### src/rtl/ctrl_pipe_pkg.sv
// Shared control-bundle types, enable levels and forwarding-select codes.
// Latency: none (types and constants only).
// Backpressure: none. Build macro CTRL_PIPE_FPU_EN enables the FPU control paths.
package definitions;

  typedef logic Signal;

  localparam Signal ENABLE  = 1'b1;
  localparam Signal DISABLE = 1'b0;

  localparam logic [1:0] FWD_RF = 2'b00;
  localparam logic [1:0] FWD_XM = 2'b10;
  localparam logic [1:0] FWD_MW = 2'b01;

`ifdef CTRL_PIPE_FPU_EN
  localparam bit FPU_EN = 1'b1;
`else
  localparam bit FPU_EN = 1'b0;
`endif

  typedef struct packed {
    Signal       reg_dst;
    Signal       alu_src;
    logic [2:0]  alu_op;
  } X_ctrl;

  typedef struct packed {
    Signal read_mem;
    Signal write_mem;
    Signal branch;
    Signal jmp;
    Signal fpu_to_mem;
  } M_ctrl;

  typedef struct packed {
    Signal reg_write;
    Signal mem_to_reg;
    Signal fpu_write;
    Signal fpu_to_wb;
  } WB_ctrl;

  typedef struct packed {
    X_ctrl  x;
    M_ctrl  m;
    WB_ctrl wb;
  } DX_ctrl;

  typedef struct packed {
    M_ctrl  m;
    WB_ctrl wb;
  } XM_ctrl;

  typedef struct packed {
    WB_ctrl wb;
  } MW_ctrl;

  // Without the FPU build the three FPU enables are held at DISABLE so the
  // downstream FP paths never see activity.
  function automatic DX_ctrl fpu_gate(input DX_ctrl c);
    DX_ctrl r;
    r = c;
    r.wb.fpu_write  = c.wb.fpu_write  & FPU_EN;
    r.wb.fpu_to_wb  = c.wb.fpu_to_wb  & FPU_EN;
    r.m.fpu_to_mem  = c.m.fpu_to_mem  & FPU_EN;
    return r;
  endfunction

endpackage

### src/rtl/ctrl_pipe_hazard_unit.sv
// Load-use stall, taken-redirect flush and EX operand forwarding selects.
// Latency: purely combinational from stage state and ID fields.
// Backpressure: produces the stall; flush wins over stall. FP loads/writers excluded under CTRL_PIPE_FPU_EN.
module hazard_unit
  import definitions::*;
(
  input  logic       dx_valid,
  input  logic       dx_read_mem,
  input  logic       dx_fpu_write,
  input  logic [4:0] dx_rs,
  input  logic [4:0] dx_rt,
  input  logic       id_valid,
  input  logic [4:0] id_rs,
  input  logic [4:0] id_rt,
  input  logic       xm_valid,
  input  logic       xm_jmp,
  input  logic       xm_branch,
  input  logic       xm_reg_write,
  input  logic       xm_fpu_write,
  input  logic       m_zero,
  input  logic [4:0] m_dest,
  input  logic       mw_valid,
  input  logic       mw_reg_write,
  input  logic       mw_fpu_write,
  input  logic [4:0] w_dest,
  output logic       stall,
  output logic       flush,
  output logic [1:0] fwd_a,
  output logic [1:0] fwd_b
);

  logic taken;
  logic load_use;
  logic xm_src;
  logic mw_src;

  // Redirect squashes the two younger slots; a stall in the same cycle is moot.
  always_comb begin
    taken    = xm_valid & (xm_jmp | (xm_branch & m_zero));
    load_use = dx_valid & dx_read_mem & ~(FPU_EN & dx_fpu_write) &
               (dx_rt != 5'd0) & ((dx_rt == id_rs) | (dx_rt == id_rt)) & id_valid;
    flush    = taken;
    stall    = load_use & ~taken;
  end

  // Nearest producer wins; r0 and FP destinations never act as GPR sources.
  always_comb begin
    xm_src = xm_valid & xm_reg_write & ~(FPU_EN & xm_fpu_write) & (m_dest != 5'd0);
    mw_src = mw_valid & mw_reg_write & ~(FPU_EN & mw_fpu_write) & (w_dest != 5'd0);
    fwd_a  = (xm_src && m_dest == dx_rs) ? FWD_XM :
             (mw_src && w_dest == dx_rs) ? FWD_MW : FWD_RF;
    fwd_b  = (xm_src && m_dest == dx_rt) ? FWD_XM :
             (mw_src && w_dest == dx_rt) ? FWD_MW : FWD_RF;
  end

endmodule

### src/rtl/ctrl_pipe.sv
// Carries the decoded control bundle through D/X, X/M and M/W with stall/flush handling.
// Latency: 1 cycle per stage (x_ctrl n+1, m_ctrl n+2, wb_ctrl n+3).
// Backpressure: stall bubbles D/X while upstream holds IF/ID; flush bubbles D/X and X/M. CTRL_PIPE_FPU_EN enables FPU bits.
module ctrl_pipe
  import definitions::*;
#(
  parameter int CNT_W = 16
) (
  input  logic             clk,
  input  logic             reset,
  input  DX_ctrl           id_ctrl,
  input  logic             id_valid,
  input  logic [4:0]       id_rs,
  input  logic [4:0]       id_rt,
  input  logic [4:0]       id_rd,
  input  logic             m_zero,
  output X_ctrl            x_ctrl,
  output M_ctrl            m_ctrl,
  output WB_ctrl           wb_ctrl,
  output logic [4:0]       x_rs,
  output logic [4:0]       x_rt,
  output logic [4:0]       m_dest,
  output logic [4:0]       w_dest,
  output logic             stall,
  output logic             flush,
  output logic [1:0]       fwd_a,
  output logic [1:0]       fwd_b,
  output logic [CNT_W-1:0] stall_cnt,
  output logic [CNT_W-1:0] flush_cnt
);

  DX_ctrl     dx_c;
  logic       dx_v;
  logic [4:0] dx_rs, dx_rt, dx_rd;
  XM_ctrl     xm_c;
  logic       xm_v;
  logic [4:0] xm_dest;
  MW_ctrl     mw_c;
  logic       mw_v;
  logic [4:0] mw_dest;

  hazard_unit u_hazard (
    .dx_valid     (dx_v),
    .dx_read_mem  (dx_c.m.read_mem),
    .dx_fpu_write (dx_c.wb.fpu_write),
    .dx_rs        (dx_rs),
    .dx_rt        (dx_rt),
    .id_valid     (id_valid),
    .id_rs        (id_rs),
    .id_rt        (id_rt),
    .xm_valid     (xm_v),
    .xm_jmp       (xm_c.m.jmp),
    .xm_branch    (xm_c.m.branch),
    .xm_reg_write (xm_c.wb.reg_write),
    .xm_fpu_write (xm_c.wb.fpu_write),
    .m_zero       (m_zero),
    .m_dest       (xm_dest),
    .mw_valid     (mw_v),
    .mw_reg_write (mw_c.wb.reg_write),
    .mw_fpu_write (mw_c.wb.fpu_write),
    .w_dest       (mw_dest),
    .stall        (stall),
    .flush        (flush),
    .fwd_a        (fwd_a),
    .fwd_b        (fwd_b)
  );

  // D/X: bubble on stall, flush or empty ID slot; otherwise take the ID bundle.
  always_ff @(posedge clk) begin
    if (reset || flush || stall || !id_valid) begin
      dx_c  <= '0;
      dx_v  <= 1'b0;
      dx_rs <= 5'd0;
      dx_rt <= 5'd0;
      dx_rd <= 5'd0;
    end else begin
      dx_c  <= fpu_gate(id_ctrl);
      dx_v  <= 1'b1;
      dx_rs <= id_rs;
      dx_rt <= id_rt;
      dx_rd <= id_rd;
    end
  end

  // X/M: destination resolves here; a redirect discards the D/X instruction.
  always_ff @(posedge clk) begin
    if (reset || flush) begin
      xm_c    <= '0;
      xm_v    <= 1'b0;
      xm_dest <= 5'd0;
    end else begin
      xm_c    <= '{m: dx_c.m, wb: dx_c.wb};
      xm_v    <= dx_v;
      xm_dest <= dx_c.x.reg_dst ? dx_rd : dx_rt;
    end
  end

  // M/W: always advances.
  always_ff @(posedge clk) begin
    if (reset) begin
      mw_c    <= '0;
      mw_v    <= 1'b0;
      mw_dest <= 5'd0;
    end else begin
      mw_c    <= '{wb: xm_c.wb};
      mw_v    <= xm_v;
      mw_dest <= xm_dest;
    end
  end

  // Saturating stall/flush event counters.
  always_ff @(posedge clk) begin
    if (reset) begin
      stall_cnt <= '0;
      flush_cnt <= '0;
    end else begin
      if (stall && stall_cnt != '1) stall_cnt <= stall_cnt + CNT_W'(1);
      if (flush && flush_cnt != '1) flush_cnt <= flush_cnt + CNT_W'(1);
    end
  end

  assign x_ctrl  = dx_c.x;
  assign m_ctrl  = xm_c.m;
  assign wb_ctrl = mw_c.wb;
  assign x_rs    = dx_rs;
  assign x_rt    = dx_rt;
  assign m_dest  = xm_dest;
  assign w_dest  = mw_dest;

endmodule

### config.mk
export PLATFORM = sky130hd
export DESIGN_NAME = ctrl_pipe
export DESIGN_NICKNAME = d
export VERILOG_FILES = /design/src/rtl/ctrl_pipe_pkg.sv /design/src/rtl/ctrl_pipe_hazard_unit.sv /design/src/rtl/ctrl_pipe.sv
export SDC_FILE = /design/constraint.sdc
export NUM_CORES = 1
export LEC_CHECK = 0
export CORE_MARGIN = 2
export CORE_UTILIZATION = 48
export DETAILED_ROUTE_END_ITERATION = 6
export GPL_ROUTABILITY_DRIVEN = 0
export MAX_ROUTING_LAYER = met4
export PLACE_DENSITY = 0.79
export SYNTH_ARGS = -nofsm -noshare
export SYNTH_HDL_FRONTEND = slang
export SYNTH_HIERARCHICAL = 1
export SYNTH_SLANG_ARGS = --single-unit
### constraint.sdc
create_clock -name clk -period 3.1 [get_ports clk]
set_input_delay 0.31 -clock clk [delete_from_list [all_inputs] [get_ports clk]]
set_output_delay 0.31 -clock clk [all_outputs]
set_load 0.02 [all_outputs]
Yosys cells after proc, flatten, opt, wreduce, memory -nomap -nowiden
Cells that the tools add are included.
{"block": "word_totals", "latch_bits": 0, "ff_bits": 84, "romBits": 0, "in_bits": 33, "memories": 0, "mem_bits_rw": 0}
{"block": "op_classes", "reduce_logical": 13, "magnitude_cmp": 0, "addsub": 2, "muxes": 6, "div_mod_pow": 0, "bitwise": 14, "n_eq_ne": 8, "multipliers": 0, "n_shift": 0}
{"operator": "$add A16 B1 Y16 const B", "n": 2}
{"operator": "$ne A16 B16 Y1 const B", "n": 2}
{"operator": "$eq A5 B5 Y1", "n": 6}
{"operator": "$reduce_bool A5 Y1", "n": 3}
{"operator": "$and A1 B1 Y1", "n": 11}
{"operator": "$logic_and A1 B1 Y1", "n": 6}
{"operator": "$mux W5", "n": 1}
{"operator": "$mux W2", "n": 2}
{"operator": "$logic_or A1 B1 Y1", "n": 3}
{"operator": "$mux W1", "n": 3}
{"operator": "$or A1 B1 Y1", "n": 2}
{"operator": "$logic_not A1 Y1", "n": 1}
{"operator": "$not A1 Y1", "n": 1}

Depth between registers and ports, before layout
Gate-level depths: netlist of the first run.
{"block": "logic_depth", "word_depth": 8, "mapped_depth": 11, "depth_no_buf": 8}

By module
Netlist of the first run, hierarchy kept.
{"module": "ctrl_pipe", "n_inst": 1, "cells_each": 329, "area_per_inst_um2": 3183.1}
{"module": "hazard_unit", "n_inst": 1, "cells_each": 58, "area_per_inst_um2": 440.4}

Worst setup path before layout of the first run
OpenSTA, ideal clock, no wires.
{"block": "synth_path", "kind": "reg2reg", "from": "reg dx_rt[3], in the netlist x_rt[3]", "to": "reg stall_cnt[15]", "period_less_slack_ns": 3.118, "setup_ns": 0.070, "path_stages_with_launch": 12, "path_buffers": 3, "setup_slack_ns": -0.018, "arrival_time_ns": 3.048, "cell_sequence": "dfxtp_1 -> clkbuf_1 -> xor2_1 -> nor3_1 -> nand3_1 -> a211oi_1 -> buf_2 -> and4_1 -> buf_2 -> nand3_2 -> or4_1 -> a21oi_1"}
{"block": "synth_between", "elab_chain_cells": 6, "elab_cells_between_ends": 9}
{"element": "start: declaration", "line": "ctrl_pipe.sv:34", "text": "logic [4:0] dx_rs, dx_rt, dx_rd;"}
{"element": "start signal: assignment", "line": "ctrl_pipe.sv:80", "text": "dx_rt <= id_rt;"}
{"element": "$eq A5 B5 Y1 or $reduce_bool A5 Y1 (tied branches)", "line": "ctrl_pipe_hazard_unit.sv:41", "text": "(dx_rt != 5'd0) & ((dx_rt == id_rs) | (dx_rt == id_rt)) & id_valid;"}
{"element": "$or A1 B1 Y1 or $and A1 B1 Y1 (tied branches)", "line": "ctrl_pipe_hazard_unit.sv:41, ctrl_pipe_hazard_unit.sv:40"}
{"element": "$and A1 B1 Y1 * (2 in a row)", "line": "ctrl_pipe_hazard_unit.sv:41"}
{"element": "$and A1 B1 Y1 *", "line": "ctrl_pipe_hazard_unit.sv:43", "text": "stall = load_use & ~taken;"}
{"element": "named net stall", "line": "ctrl_pipe.sv:24", "text": "output logic stall,"}
{"element": "$logic_and A1 B1 Y1 *", "line": "ctrl_pipe.sv:117", "text": "if (stall && stall_cnt != '1) stall_cnt <= stall_cnt + CNT_W'(1);"}
{"element": "end signal: assignment", "line": "ctrl_pipe.sv:117"}
{"element": "end: declaration", "line": "ctrl_pipe.sv:28", "text": "output logic [CNT_W-1:0] stall_cnt,"}
The timed path passes the listed nets; every way through them passes the cells marked *.
A chain may end at the register's enable or synchronous reset.

Worst setup path in the final report of the first run
{"block": "layout_path", "from": "reg mw_dest[2], in the netlist w_dest[2]", "to": "out fwd_b[0]"}
{"block": "layout_between", "elab_chain_cells": 5, "elab_cells_between_ends": 6}
{"element": "start: declaration", "line": "ctrl_pipe.sv:40", "text": "logic [4:0] mw_dest;"}
{"element": "start signal: assignment", "line": "ctrl_pipe.sv:107", "text": "mw_dest <= xm_dest;"}
{"element": "$reduce_bool A5 Y1", "line": "ctrl_pipe_hazard_unit.sv:49", "text": "mw_src = mw_valid & mw_reg_write & ~(FPU_EN & mw_fpu_write) & (w_dest != 5'd0);"}
{"element": "$and A1 B1 Y1", "line": "ctrl_pipe_hazard_unit.sv:49"}
{"element": "$logic_and A1 B1 Y1 *", "line": "ctrl_pipe_hazard_unit.sv:53", "text": "(mw_src && w_dest == dx_rt) ? FWD_MW : FWD_RF;"}
{"element": "$mux W1 *", "line": "ctrl_pipe_hazard_unit.sv:53"}
{"element": "$mux W2 *", "line": "ctrl_pipe_hazard_unit.sv:52", "text": "fwd_b = (xm_src && m_dest == dx_rt) ? FWD_XM :"}
{"element": "end: declaration", "line": "ctrl_pipe.sv:27", "text": "output logic [1:0] fwd_b,"}
Every way passes the cells marked *; elsewhere a longest branch is shown, timed or not.

==> reports/results.tsv, run 1 <==
stage	metric	value	unit
detailed_routing	drc	0	
final_layout	fin_area	4830	um^2
timing	clock_skew	0.0129	ns
pwr	p_seq_frac	0.504	
final_layout	antennaDiodeCount	0	
cts	cts_tree	built	
timing	relSlewSlack	0.479	
floorplan	start_util	0.497	
timing	fmax	346	MHz
synth	ys_ff_latch	79	
final_layout	multi_input_area	1850	um^2
cts	root_buffer	clkbuf_8	
timing	report.final.slew_viol_count	0	
pwr	p_sw	0.505	mW
floorplan	rows	31	
floorplan	die_w	90.9	um
timing	rsz0062_at_grt	no	
final_layout	final_util	0.662	
final_layout	regArea	1580	um^2
cts	cts_resized	0	
global_routing	grt_pass1_vias	2815	
global_routing	grt_pass1_wl	13.6	mm
pwr	intPower	1.59	mW
synth	synth.avg_cell_area	9.36	um^2
synth	syn_area	3620	um^2
synth	ys.flop_type	dfxtp_1	
timing	setup_viol	0	
pwr	clkPwrFrac	0.421	
final_layout	layout_common_cells	97 x clkdlybuf4s50_1, 79 x dfxtp_1, 33 x and2_1, 24 x nor2_1, 20 x xor2_1	
timing	tightest_slew	0.781	ns
timing	setup_ws	0.213	ns
synth	synth_edf_count	0	
detailed_routing	ant_nets	0	
setup_path	cp_slowest_stage_delay	0.69	ns
pwr	vdd_drop_max	0.397	mV
pwr	p_per_area	435	nW/um^2
cts	clkTransAtPathRegs	0.09	ns
cts	cts.sinks	79	
setup_path	critPathKind	reg -> out	
outcome	outcome	complete, no violations	
cts	clkLatencyLatePin	0.36	ns
detailed_routing	routed_wl	8.11	mm
place	dpl_cell_area	4600	um^2
setup_path	critPathMaxFanout	4	
detailed_routing	viasPerCell	5.29	
floorplan	dieArea	8260	um^2
cts	postCtsSetupBuffers	0	
final_layout	layout_commonest_cell	clkdlybuf4s50_1	
timing	fin_setup_tns	0	ns
place	dp_slack	0.310	ns
global_routing	track_usage	0.209	
pwr	leakage	1.80	nW
detailed_routing	drtPass1Iterations	4	
timing	fin_crit	2.89	ns
global_routing	grt_remaining_overflow	0	
timing	final.period_utilization	0.931	
final_layout	nNetsFinal	506	
pwr	p_sw_frac	0.241	
setup_path	critPathSlowestCell	or4_2	
place	dpl.hpwl	5.99	mm
global_routing	grt_max_degree	46	
cts	htree_levels	3	
cts	cts_hold_buf	0	
setup_path	cp_cell_sequence	or4_1, o211ai_1, or4_2, nor4_2, clkdlybuf4s50_1	
setup_path	cp-end-kind	output port	
setup_path	worstPathRequired	2.79	ns
synth	synthesis.instances	387	
setup_path	cp.arrival	2.58	ns
detailed_routing	via_count	3039	
setup_path	crit_path_start_kind	flop	
synth	synth_cell_type_count	51	
global_routing	antenna_found_initial	0	
min_path	hold_class	in -> reg	
final_layout	drive_gt1_frac	0.0987	
cts	cts_buffer_depth	2	
synth	synth_warnings	6	
detailed_routing	drt_iter0_drc	174	
synth	synth_seq_area_share	0.436	
floorplan	core_area	7290	um^2
synth	ys_async_sr_fraction	0	
job	maxCapViolations	0	
final_layout	nFillCells	607	
floorplan	die-height	90.9	um
final_layout	layout-area-overhead-vs-synth	33.3	%
floorplan	ios	105	
timing	hold_viol	0	
cts	numCtsBuffers	9	
pwr	pwr-share-comb	0.075	
place	numPortBuffers	98	
detailed_routing	wl_per_cell	14.1	um
-- layout make-up --
type / instances / area share
clock inverter: 7 / 0.0225
timing repair buffer: 104 / 0.211
sequential: 79 / 0.328
tap: 99 / 0.0257
clock buffer: 9 / 0.0257
inverter: 6 / 0.00466
multi-input combinational: 271 / 0.382
-- through the flow --
| stage | power (mW) | hold slack (ns) | instances |
|---|---|---|---|
| floorplan | 1.17 | 0.406 | 389 |
| global route | 2.17 | 0.299 | 575 |
| detailed placement | 1.24 | 0.416 | 559 |
| CTS | 2.12 | 0.277 | 575 |
| finish | 2.10 | 0.295 | 575 |
| global placement | 1.23 | 0.409 | 559 |
-- power by group through the flow --
stage	clock network [mW]	registers [mW]	logic (mW)
CTS	0.905	1.06	0.158
finish	0.884	1.06	0.157
global placement	0	1.08	0.154
global route	0.940	1.06	0.170
floorplan	0	1.08	0.0845
detailed placement	0	1.08	0.157
-- metal layers --
metal,global-route usage,wire length [um],vias up
met5,-,0,-
met3,0.0451,370,13
met2,0.330,3820,72
met1,0.265,3780,1427
met4,0.0783,142,0
li1,-,-,1527
-- final timing paths --
path | start | endpoint | slack, ns | cells past startpoint
setup / recovery | w_dest[2] | fwd_b[0] | 0.21 | 5
hold / removal | reset | w_dest[3] | 0.30 | 2
setup reg to reg | x_rt[3] | stall_cnt[15] | 0.49 | 9
hold reg to reg | dx_c[6] | m_ctrl[2] | 0.43 | 1
-- synthesized netlist by cell type (4+ instances only) --
master / n / area [um^2]
mux2i_1: 9 / 90.1
nand2_1: 17 / 63.8
and2_1: 33 / 206
o311ai_0: 4 / 35.0
buf_2: 7 / 35.0
nor4_1: 4 / 25.0
a311oi_1: 4 / 35.0
o31ai_1: 5 / 37.5
or4_1: 8 / 60.1
buf_4: 12 / 90.1
inv_1: 6 / 22.5
and3_1: 6 / 37.5
a21oi_1: 15 / 75.1
nor3b_1: 5 / 37.5
clkbuf_1: 11 / 41.3
dfxtp_1: 79 / 1580
xor2_1: 20 / 175
xnor2_1: 11 / 96.3
a211oi_1: 5 / 37.5
nor2b_1: 17 / 106
nand3_1: 16 / 80.1
nor3_1: 14 / 70.1
nor2_1: 24 / 90.1
mux2_2: 8 / 90.1
nand4_1: 8 / 50.1
-- critical path: cells and delay by family, from the launching register on --
| kind | cells | cell delay (ns) |
|---|---|---|
| compound gates | 1 | 0.11 |
| simple gates | 3 | 1.01 |
| buf+inv | 1 | 0.66 |
| flops | 1 | 0.44 |
-- registers in the layout (all words and copies together) (netlist names) --
name,flops
dx_c,6
dx_rd,5
dx_v,1
flush_cnt,16
m_ctrl,4
m_dest,5
mw_v,1
stall_cnt,16
w_dest,5
wb_ctrl,2
x_ctrl,5
x_rs,5
x_rt,5
xm_c,2
xm_v,1
-- kinds of logic (layout without fill, tap and decap cells) --
kind of cell,Yosys count,after routing,synth area share
compound gates,43,43,0.0839
xor+xnor,31,31,0.0749
fa+ha+maj,2,2,0.00690
buf+inv,39,126,0.0573
flops,79,79,0.436
mux,17,17,0.0497
other cells,1,3,0.00103
simple gates,175,175,0.290
Note: power is estimated with default switching activity, not from simulation.
==> run 2, diff against run 1 <==
--- a/config.mk
+++ b/config.mk
@@ -5,12 +5,15 @@
 export SDC_FILE = /design/constraint.sdc
 export NUM_CORES = 1
 export LEC_CHECK = 0
+export ABC_AREA = 1
+export ABC_CLOCK_PERIOD_IN_PS = 3100
 export CORE_MARGIN = 2
-export CORE_UTILIZATION = 48
+export CORE_UTILIZATION = 49
 export DETAILED_ROUTE_END_ITERATION = 6
 export GPL_ROUTABILITY_DRIVEN = 0
 export MAX_ROUTING_LAYER = met4
 export PLACE_DENSITY = 0.79
+export SKIP_LAST_GASP = 1
 export SYNTH_ARGS = -nofsm -noshare
 export SYNTH_HDL_FRONTEND = slang
 export SYNTH_HIERARCHICAL = 1
==> run 2 against run 1 <==
  * Clock skew about the same
  * Sequential power about the same
  * Non-clock buffer count decreased by 5
  * Clock power increased by 8.3%
  * Global-route usage increased by 2.3 points
  * Setup slack improved by 0.25 ns
  * Register-to-register slack improved by 0.35 ns
  * Largest power group unchanged
  * Via count increased by 28%
  * Cell area increased by 7.0%
==> reports/results.tsv, run 2 <==
stage	metric	value	unit
timing	relSlewSlack	0.451	
detailed_routing	viasPerCell	4.84	
final_layout	layout_common_cells	157 x nand2_1, 131 x nor2_1, 98 x clkdlybuf4s50_1, 97 x inv_1, 79 x dfxtp_1	
timing	report.final.slew_viol_count	0	
synth	synthesis.instances	610	
timing	tightest_slew	0.822	ns
floorplan	core_area	7770	um^2
detailed_routing	wl_per_cell	11.9	um
job	maxCapViolations	0	
timing	clock_skew	0.0132	ns
floorplan	die-height	93.9	um
cts	htree_levels	3	
pwr	leakage	2.28	nW
global_routing	grt_pass1_vias	3663	
outcome	outcome	complete, no violations	
detailed_routing	drc	0	
place	dpl_cell_area	4910	um^2
setup_path	cp_cell_sequence	inv_2, nand2_1, nand2_1, nor2_1, nand3_1, a21oi_1, clkdlybuf4s50_1	
timing	fin_setup_tns	0	ns
setup_path	cp.arrival	2.32	ns
setup_path	cp-end-kind	output port	
setup_path	path_depth	7	
global_routing	antenna_found_initial	0	
global_routing	grt_max_degree	28	
setup_path	critPathMaxFanout	8	
min_path	hold_class	reg -> reg	
synth	syn_area	3960	um^2
synth	ys_async_sr_fraction	0	
detailed_routing	ant_nets	0	
final_layout	drive_gt1_frac	0.0613	
cts	clkTransAtPathRegs	0.09	ns
final_layout	layout-area-overhead-vs-synth	30.5	%
global_routing	grt_remaining_overflow	0	
synth	synthTopCellsByCount	157 x nand2_1, 131 x nor2_1, 97 x inv_1	
floorplan	ios	105	
cts	cts_tree	built	
detailed_routing	drtPass1Iterations	5	
setup_path	crit_buf_inv	2	
place	numPortBuffers	98	
timing	setup_viol	0	
cts	numCtsBuffers	9	
setup_path	critPathKind	reg -> out	
timing	fin_crit	2.63	ns
synth	ys_top_cells_by_area	dfxtp_1 40%, nand2_1 15%, nor2_1 12%	
cts	clkLatencyLatePin	0.35	ns
final_layout	reg_top3	flush_cnt (16), stall_cnt (16), dx_c (6)	
setup_path	cp_slowest_stage_delay	0.67	ns
cts	postCtsSetupBuffers	0	
detailed_routing	via_count	3893	
floorplan	start_util	0.510	
floorplan	die_w	93.9	um
floorplan	dieArea	8810	um^2
final_layout	fin_area	5160	um^2
setup_path	cpMostUsedCell	nand2_1	
synth	synth_edf_count	0	
timing	fmax	380	MHz
pwr	vdd_drop_max	0.253	mV
setup_path	reg2regPathDepth	15	
cts	cts_resized	0	
detailed_routing	routed_wl	9.55	mm
setup_path	cp_top_family	buffers and inverters	
timing	hold_ws	0.408	ns
cts	root_buffer	clkbuf_8	
cts	cts_hold_buf	0	
synth	synth.avg_cell_area	6.49	um^2
cts	cts_buffer_depth	2	
min_path	min_path_cells	2	
detailed_routing	drt_iter0_drc	228	
final_layout	nNetsFinal	732	
setup_path	worstPathRequired	2.79	ns
place	dpl.hpwl	7.00	mm
cts	cts.sinks	79	
timing	final.period_utilization	0.849	
setup_path	crit_path_start_kind	flop	
synth	synth_seq_area_share	0.399	
timing	rsz0062_at_grt	no	
global_routing	grt_pass1_wl	16.1	mm
synth	ys.flop_type	dfxtp_1	
setup_path	critPathSlowestCell	clkdlybuf4s50_1	
global_routing	track_usage	0.233	
final_layout	layout_commonest_cell	nand2_1	
synth	yosys.area.top_type	dfxtp_1	
pwr	p_total	2.20	mW
synth	synth_cell_type_count	30	
timing	hold_viol	0	
pwr	p_per_area	425	nW/um^2
final_layout	antennaDiodeCount	0	
synth	synth_warnings	6	
synth	synth_top_area_share	0.399	
floorplan	rows	32	
synth	post-synth-top-count-cell	nand2_1	
synth	ys_ff_latch	79	
[run 2: kinds of logic after synthesis]
kind of cell	Yosys count	share of synthesized area
adder cells (fa/ha/maj)	2	0.00632
AO/OA/AOI/OAI	33	0.0439
XOR/XNOR	13	0.0288
AND/OR/NAND/NOR	354	0.380
flip-flops	79	0.399
buffers and inverters	128	0.141
other	1	0.000947
[run 2: layout make-up]
type / count / area (um^2)
Timing Repair Buffer: 99 / 988
Fill cell: 681 / 2600
Inverter: 103 / 387
Tap cell: 102 / 128
Clock buffer: 10 / 138
Multi-Input combinational cell: 405 / 1830
Sequential cell: 79 / 1580
Clock inverter: 6 / 116
[run 2: report_power, final]
part	internal (mW)	switching (mW)
registers	1.04	0.0217
logic	0.0880	0.0944
clock network	0.563	0.395
total	1.69	0.511
[run 2: metrics by stage]
stage,setup slack (ns),utilization,cells
after floorplan,0.755,-,612
after global placement,0.647,0.632,788
after detailed placement,0.618,0.632,788
after CTS,0.452,0.665,804
after global routing,0.294,0.665,804
final,0.467,0.665,804
[run 2: final timing paths]
path | start | end | slack (ns)
worst max-delay path | x_rt[0] | stall | 0.47
worst min-delay path | dx_c[5] | m_ctrl[1] | 0.41
worst max register to register | x_rt[0] | stall_cnt[11] | 0.84
worst min register to register | dx_c[5] | m_ctrl[1] | 0.41
[run 2: tightest hold or removal path, stage by stage, from the launching register on]
cell	delay (ns)
dfxtp_1	0.30
inv_1	0.04
nor2_1	0.04
[run 2: per-layer routing]
layer	track usage	routed length (um)
met1	0.282	4170
met5	-	0
met4	0.111	248
met3	0.0313	484
met2	0.384	4650
==> run 3, diff against run 2 <==
--- a/config.mk
+++ b/config.mk
@@ -6,7 +6,7 @@
 export NUM_CORES = 1
 export LEC_CHECK = 0
 export ABC_AREA = 1
-export ABC_CLOCK_PERIOD_IN_PS = 3100
+export ABC_CLOCK_PERIOD_IN_PS = 2700
 export CORE_MARGIN = 2
 export CORE_UTILIZATION = 49
 export DETAILED_ROUTE_END_ITERATION = 6
==> constraint.sdc (replaced) <==
create_clock -name clk -period 2.7 [get_ports clk]
set_input_delay 0.27 -clock clk [delete_from_list [all_inputs] [get_ports clk]]
set_output_delay 0.27 -clock clk [all_outputs]
set_load 0.02 [all_outputs]
==> run 3 against run 2 <==
  * Total power grew 4.6%
  * Flip-flop and latch count is the same
  * Global-route usage shrank 0.28 points
  * Wire length shrank 0.22%
  * Utilization shrank 0.53 points
  * Setup slack lost 0.35 ns
  * Combinational power grew 16%
  * Worst hold slack gained 0.0023 ns
==> reports/results.tsv, run 3 (synthesized netlist as in run 2, its figures left out) <==
stage	metric	value	unit
outcome	outcome	complete, no violations	
global_routing	grt_remaining_overflow	0	
final_layout	antennaDiodeCount	0	
global_routing	track_usage	0.230	
pwr	p_sw_frac	0.251	
cts	htree_levels	3	
setup_path	crit_buf_inv	2	
cts	postCtsSetupBuffers	0	
timing	rsz0062_at_grt	no	
cts	numCtsBuffers	9	
min_path	hold_class	reg -> reg	
timing	hold_viol	0	
timing	clock_skew	0.0101	ns
global_routing	grt_pass1_wl	15.8	mm
global_routing	grt_max_degree	28	
cts	clkLatencyLatePin	0.35	ns
cts	cts_buffer_depth	2	
setup_path	cp-end-kind	output port	
detailed_routing	ant_nets	0	
global_routing	grt_pass1_vias	3583	
job	maxCapViolations	0	
place	place_inst	790	
timing	final.period_utilization	0.957	
timing	fin_setup_tns	0	ns
floorplan	die_w	93.9	um
setup_path	worstPathRequired	2.43	ns
detailed_routing	routed_wl	9.53	mm
setup_path	crit_path_start_kind	flop	
floorplan	ios	105	
pwr	p_seq_frac	0.528	
pwr	p_total	2.30	mW
final_layout	drive_gt1_frac	0.0653	
timing	fin_crit	2.58	ns
setup_path	cp_cell_sequence	inv_2, nand2_1, nand2_1, nor2_1, nand3_1, a21oi_1, clkdlybuf4s50_1	
detailed_routing	wl_per_cell	11.8	um
detailed_routing	viasPerCell	4.87	
timing	setup_ws	0.116	ns
final_layout	layout-area-overhead-vs-synth	29.4	%
pwr	p_sw	0.577	mW
cts	cts.sinks	79	
setup_path	critPathMaxFanout	8	
detailed_routing	drt_iter0_drc	251	
place	dpl.hpwl	7.08	mm
timing	setup_viol	0	
detailed_routing	drtPass1Iterations	6	
pwr	intPower	1.72	mW
global_routing	antenna_found_initial	0	
final_layout	layout_common_cells	157 x nand2_1, 131 x nor2_1, 98 x clkdlybuf4s50_1, 97 x inv_1, 78 x dfxtp_1	
pwr	leakage	2.26	nW
cts	clkTransAtPathRegs	0.09	ns
pwr	clkPwrFrac	0.380	
floorplan	core_area	7770	um^2
pwr	pwr-share-comb	0.092	
timing	fmax	387	MHz
setup_path	cp.arrival	2.31	ns
pwr	p_per_area	448	nW/um^2
setup_path	critPathSlowestCell	clkdlybuf4s50_1	
final_layout	layout_commonest_cell	nand2_1	
cts	cts_tree	built	
detailed_routing	via_count	3926	
floorplan	start_util	0.510	
timing	relSlewSlack	0.613	
timing	report.final.slew_viol_count	0	
setup_path	worst-r2r-setup-slack	0.41	ns
final_layout	instances_no_fill	806	
place	numPortBuffers	98	
final_layout	final_util	0.660	
setup_path	critPathKind	reg -> out	
floorplan	die-height	93.9	um
floorplan	dieArea	8810	um^2
setup_path	cp_slowest_stage_delay	0.68	ns
place	dp_slack	0.231	ns
final_layout	nNetsFinal	734	
cts	root_buffer	clkbuf_8	
floorplan	rows	32	
setup_path	cp_top_family	buffers and inverters	
timing	tightest_slew	0.580	ns
pwr	vdd_drop_max	0.352	mV
setup_path	cpMostUsedCell	nand2_1	
detailed_routing	drc	0	
final_layout	reg_top3	flush_cnt (16), stall_cnt (16), dx_c (6)	
-- run 3: area by class of cell --
class	count	area [um^2]
Sequential cell	79	1580
Clock buffer	9	124
Multi-Input combinational cell	405	1830
Clock inverter	7	72.6
Timing Repair Buffer	101	1000
Fill cell	670	2640
Tap cell	102	128
Inverter	103	387
-- run 3: power groups by stage --
| stage | logic (mW) | clock network, mW | registers [mW] |
|---|---|---|---|
| after CTS | 0.212 | 0.885 | 1.21 |
| after floorplan | 0.116 | 0 | 1.24 |
| after global routing | 0.233 | 0.953 | 1.22 |
| final | 0.212 | 0.872 | 1.21 |
| after detailed placement | 0.210 | 0 | 1.24 |
| after global placement | 0.205 | 0 | 1.24 |
-- run 3: metrics by stage --
step / cell area, um^2 / hold slack (ns)
finish: 5120 / 0.410
global route: 5120 / 0.421
CTS: 5120 / 0.410
detailed placement: 4930 / 0.397
global placement: 4930 / 0.395
floorplan: 3970 / 0.382
-- run 3: path summary, 6_finish.rpt --
kind / from / to / depth (start not counted)
min: dx_c[2] / xm_c[2] / 2
min reg2reg: dx_c[2] / xm_c[2] / 2
max: x_rt[0] / stall / 7
max reg2reg: x_rt[0] / stall_cnt[13] / 15
-- run 3: worst register-to-register path, delay by kind of cell (launching register included) --
family	cells	cell delay, ns
flops	1	0.51
compound gates	1	0.32
buf+inv	4	0.43
simple gates	10	0.98
-- run 3: per-layer routing --
metal	GRT usage	wire [um]	vias up
li1	-	-	1986
met3	0.0345	611	20
met2	0.385	4690	156
met5	-	0	-
met4	0.0954	203	0
met1	0.277	4020	1764
-- run 3: repair_timing --
item / in CTS / in global routing
hold buffers: 0 / 0
resized for setup: 0 / 1
endpoints found under the setup margin: 0 / 1
